===== config.mk =====
export PLATFORM = sky130hd
export DESIGN_NAME = seq_serializer_flat
export DESIGN_NICKNAME = d
export VERILOG_FILES = /design/src/rtl/seq_serializer_if.sv /design/src/rtl/seq_serializer.sv /design/src/flat_wrapper.sv
export SDC_FILE = /design/constraint.sdc
export NUM_CORES = 1
export LEC_CHECK = 0
export ABC_AREA = 1
export BUFFER_PORTS_ARGS = -buffer_cell sky130_fd_sc_hd__buf_2
export CORE_ASPECT_RATIO = 0.9
export CORE_MARGIN = 3
export CORE_UTILIZATION = 45
export DETAILED_ROUTE_END_ITERATION = 10
export PLACE_DENSITY = 0.71
export SETUP_SLACK_MARGIN = 0.3
export SYNTH_ARGS = -nofsm -noshare
export SYNTH_HDL_FRONTEND = slang
export SYNTH_SLANG_ARGS = --single-unit

===== constraint.sdc =====
create_clock -name clk -period 1.4 [get_ports clk]
set_clock_uncertainty 0.15 [all_clocks]
set_input_delay 0.07 -clock clk [delete_from_list [all_inputs] [get_ports clk]]
set_output_delay 0.07 -clock clk [all_outputs]
set_load 0.005 [all_outputs]

===== src/rtl/seq_serializer_if.sv =====
// Load/ready word handshake and serial output bundle for seq_serializer.
// The master side supplies words; the slave side (serializer) drives the bit stream.
interface seq_serializer_if #(
   parameter int WIDTH = 8
) ();
   logic             load;
   logic [WIDTH-1:0] din;
   logic             lsb_first;
   logic             ready;
   logic             sout;
   logic             sout_valid;
   logic             bit_strobe;
   logic             done;

   modport master (
      output load, din, lsb_first,
      input  ready, sout, sout_valid, bit_strobe, done
   );

   modport slave (
      input  load, din, lsb_first,
      output ready, sout, sout_valid, bit_strobe, done
   );
endinterface


===== src/rtl/seq_serializer.sv =====
// Parallel-to-serial word source; each bit is held DIV clocks on sout.
// A reload in the final cycle streams the next word with no idle gap.
module seq_serializer #(
   parameter int WIDTH = 8,
   parameter int DIV   = 1
) (
   input  logic           clk,
   input  logic           rst,
   seq_serializer_if.slave bus
);
   localparam int IW = $clog2(WIDTH);
   localparam int DW = (DIV > 1) ? $clog2(DIV) : 1;
   localparam logic [IW-1:0] IDX_LAST = IW'(WIDTH - 1);
   localparam logic [DW-1:0] DIV_LAST = DW'(DIV - 1);

   typedef enum logic {IDLE, SHIFT} state_e;

   state_e           state_q, state_d;
   logic [WIDTH-1:0] sreg_q, sreg_d;
   logic             lsb_q, lsb_d;
   logic [IW-1:0]    idx_q, idx_d;
   logic [DW-1:0]    div_q, div_d;
   logic             done_q, done_d;

   logic div_wrap;
   logic last_cyc;
   logic rdy;
   logic accept;

   assign div_wrap = (div_q == DIV_LAST);
   assign last_cyc = (state_q == SHIFT) && (idx_q == IDX_LAST) && div_wrap;
   assign rdy      = (state_q == IDLE) || last_cyc;
   assign accept   = bus.load && rdy;

   always_ff @(posedge clk) begin
      if (rst) begin
         state_q <= IDLE;
         sreg_q  <= '0;
         lsb_q   <= 1'b0;
         idx_q   <= '0;
         div_q   <= '0;
         done_q  <= 1'b0;
      end else begin
         state_q <= state_d;
         sreg_q  <= sreg_d;
         lsb_q   <= lsb_d;
         idx_q   <= idx_d;
         div_q   <= div_d;
         done_q  <= done_d;
      end
   end

   always_comb begin
      state_d = state_q;
      sreg_d  = sreg_q;
      lsb_d   = lsb_q;
      idx_d   = idx_q;
      div_d   = div_q;
      done_d  = last_cyc;
      if (accept) begin
         state_d = SHIFT;
         sreg_d  = bus.din;
         lsb_d   = bus.lsb_first;
         idx_d   = '0;
         div_d   = '0;
      end else if (state_q == SHIFT) begin
         if (last_cyc) begin
            state_d = IDLE;
         end else if (div_wrap) begin
            div_d  = '0;
            idx_d  = idx_q + 1'b1;
            // move the next bit toward whichever end feeds sout
            sreg_d = lsb_q ? (sreg_q >> 1) : (sreg_q << 1);
         end else begin
            div_d = div_q + 1'b1;
         end
      end
   end

   always_comb begin
      bus.ready      = rdy;
      bus.sout       = 1'b0;
      bus.sout_valid = 1'b0;
      bus.bit_strobe = 1'b0;
      bus.done       = done_q;
      if (state_q == SHIFT) begin
         bus.sout       = lsb_q ? sreg_q[0] : sreg_q[WIDTH-1];
         bus.sout_valid = 1'b1;
         bus.bit_strobe = (div_q == '0);
      end
   end
endmodule


===== src/flat_wrapper.sv =====
// flat-port wrapper written by rule: the top's interface ports become plain ports
module seq_serializer_flat 
#(
   parameter int WIDTH = 8,
   parameter int DIV   = 1
)
  (clk, rst, bus_load, bus_din, bus_lsb_first, bus_ready, bus_sout, bus_sout_valid, bus_bit_strobe, bus_done);
  seq_serializer_if #(.WIDTH(WIDTH)) bus_i ();
  input  logic clk;
  input  logic rst;
  input wire logic [$bits(bus_i.load)-1:0] bus_load;
  input wire logic [$bits(bus_i.din)-1:0] bus_din;
  input wire logic [$bits(bus_i.lsb_first)-1:0] bus_lsb_first;
  output wire logic [$bits(bus_i.ready)-1:0] bus_ready;
  output wire logic [$bits(bus_i.sout)-1:0] bus_sout;
  output wire logic [$bits(bus_i.sout_valid)-1:0] bus_sout_valid;
  output wire logic [$bits(bus_i.bit_strobe)-1:0] bus_bit_strobe;
  output wire logic [$bits(bus_i.done)-1:0] bus_done;
  assign bus_i.load = bus_load;
  assign bus_i.din = bus_din;
  assign bus_i.lsb_first = bus_lsb_first;
  assign bus_ready = bus_i.ready;
  assign bus_sout = bus_i.sout;
  assign bus_sout_valid = bus_i.sout_valid;
  assign bus_bit_strobe = bus_i.bit_strobe;
  assign bus_done = bus_i.done;
  seq_serializer #(.WIDTH(WIDTH), .DIV(DIV)) u_core (.clk(clk), .rst(rst), .bus(bus_i));
endmodule

==> qor.csv <==
metric;value;unit
Final Cycle Share;1.090;
Overflow after GRT;0;
endpoint class of the critical path;flop;
PnR Total Power;986.5;uW
chip height;44.23;microns
Worst VDD drop;0.7923;mV
hold path start;bus_load;
Hold EP;u_core.sreg_q[7];
Max Slew Vio Count;0;
leakage;0.6053;nW
Vias/cell;4.971;
largest net degree at the start of global routing;11;
Period minus WS final;1.526;ns
synth-to-layout area growth;69.18;%
reg2reg setup slack;-0.13;ns
number of global-route vias before repair;738;
RSZ-0062 raised after global routing;yes;
Reg2Reg Launch Point;u_core.idx_q[1];
status;finished with violations;
I/O Buffers;16;
Final setup viols;12;
DIE AREA;2144;sq um
syn avg cell area;6.524;sq um
R2R cell count;10;
Final ANT Viol Nets;0;
Longest Clk Path Bufs;2;
most frequent cells in the layout;nand2_1 (34), buf_2 (15), nand3_2 (11);
Starting Density;0.4937;
clock transition at the registers of the reported paths;0.08;ns
CTS H-tree lvls;1;
core region area;1480;sq um
drt first pass iters;4;
Root Buffer;clkbuf_4;
CTS tree;done;
HPWL Detailed;1262;microns
n_diodes;0;
initial antenna violation count;0;
FF+latch count, synth;14;
Slew @ Worst Pin;0.2778;ns
first-pass GRT wire length;3429;microns
commonest non-fill, non-tap cell in the layout;nand2_1;
YS warnings;0;
Setup CP Type;reg -> reg;
fmax;655.1;MHz
vias;855;
critical-path maximum fanout;6;
P per Cell Area;798.1;nW/um^2
sequential fraction of the synthesis area;0.3836;
Mapped Cells;112;
Synth cell types;17;
Iter 0 DRT Violations;25;
layout cells sized above 1;0.4467;
total global-route track usage;0.2094;
clk_lat worst skew;0.28;ns
Mapped Nets;126;
Placer Congestion;0.8343;
DIE WIDTH;48.48;microns
Mapped Area;730.7;sq um
site row count;13;
Final Hold Violating Endpoints;0;
final setup margin;-0.1264;ns
IO Pins;17;
final core occ;0.8352;
Worst Hold Class;in -> reg;
total wire length;2150;microns
Arr. time, crit path;1.57;ns
Relative slew margins;0.8148;
number of CTS-inserted buffers;3;
wire length per cell;12.50;microns
WHS;0.1103;ns
Setup TNS;-0.7386;ns
hold-critical path depth;5;
failing checks;setup timing;
Final nets;165;
Clock Sinks;14;
FF-to-FF End;u_core.sreg_q[6];
# DRC;0;
Required @ worst endpoint;1.44;ns
critical path startpoint category;flop;
Max Cap Viol;0;
## power by group
group	switching [mW]	leakage (nW)	total (mW)	internal [mW]
sequential	0.0242	0.117	0.447	0.422
clock	0.131	0.0210	0.289	0.158
combinational	0.127	0.467	0.250	0.124
## worst max-delay path by stage
stage | start | end | cells past startpoint
finish | u_core.idx_q[1] | u_core.sreg_q[6] | 10
global route | u_core.idx_q[1] | u_core.sreg_q[6] | 10
CTS | u_core.idx_q[0] | bus_ready | 6
detailed placement | u_core.idx_q[1] | u_core.sreg_q[1] | 9
global placement | u_core.idx_q[1] | u_core.idx_q[1] | 7
floorplan | u_core.idx_q[0] | u_core.sreg_q[7] | 9
## repair_timing
item	CTS	global route
buffers inserted	5	0
endpoints found under the setup margin	17	15
pin swaps	8	3
hold buffers	10	0
resized for setup	25	6
endpoints found under the hold margin	11	0
## registers in the layout, indices dropped and copies added, names as in the netlist
register,cells
u_core.bus.done,1
u_core.idx_q,3
u_core.lsb_q,1
u_core.sreg_q,8
u_core.state_q,1
## per-layer routing
metal / track usage / part of all wire / vias to the layer above / wire length [microns]
met5: 0 / 0 / - / 0
met4: 0.06818 / 0.011 / 0 / 23
met3: 0.06397 / 0.061 / 4 / 131
met2: 0.3407 / 0.47 / 33 / 1005
met1: 0.2697 / 0.46 / 389 / 990
li1: - / - / 429 / -
## layout make-up
type	instances	area, sq um
Tap cell	22	27.53
Timing Repair Buffer	38	305.3
Inverter	13	53.80
Fill cell	95	244.0
Clock buffer	4	36.28
Sequential cell	14	289.0
Multi-Input combinational cell	81	524.3
## through the flow
| stage | instances | setup slack [ns] | cell area [sq um] |
|---|---|---|---|
| final | 172 | -0.1264 | 1236 |
| after global routing | 172 | -0.1987 | 1236 |
| after global placement | 153 | -0.001015 | 928.4 |
| after CTS | 172 | -0.1134 | 1209 |
| after detailed placement | 153 | -0.03052 | 928.4 |
| after floorplan | 112 | 0.04743 | 787.0 |
## kinds of logic after synthesis
group / count (synthesis) / share of synthesized area
AO/OA/AOI/OAI: 7 / 0.04794
XOR/XNOR: 1 / 0.01199
adder cells (fa/ha/maj): 2 / 0.03424
buffers and inverters: 17 / 0.1044
flip-flops: 14 / 0.3836
AND/OR/NAND/NOR: 71 / 0.4178
## cells in the mapped netlist
master     n  share of area
a21oi_1    4          0.027
buf_2      1         0.0068
buf_4      3          0.031
dfxtp_1   14           0.38
ha_1       2          0.034
inv_1      8          0.041
inv_2      5          0.026
nand2_1   41           0.21
nand2_4    1          0.015
nand3_1   19           0.13
nand3b_1   1          0.010
nor2_1     7          0.036
nor2_2     1         0.0086
nor3_1     1         0.0068
o21ai_0    2          0.014
o21ai_1    1         0.0068
xor2_1     1          0.012
## worst max-delay path, cell delays in order (launching register included)
cell and delay, ns:
dfxtp_2 0.34, ha_4 0.16, ha_4 0.16, inv_4 0.05, nand2_4 0.06, buf_12 0.13, buf_12 0.13, nand3_2 0.07
nand3_2 0.08, nand2_2 0.06, inv_1 0.03
Power figures use the tool's default switching activity.
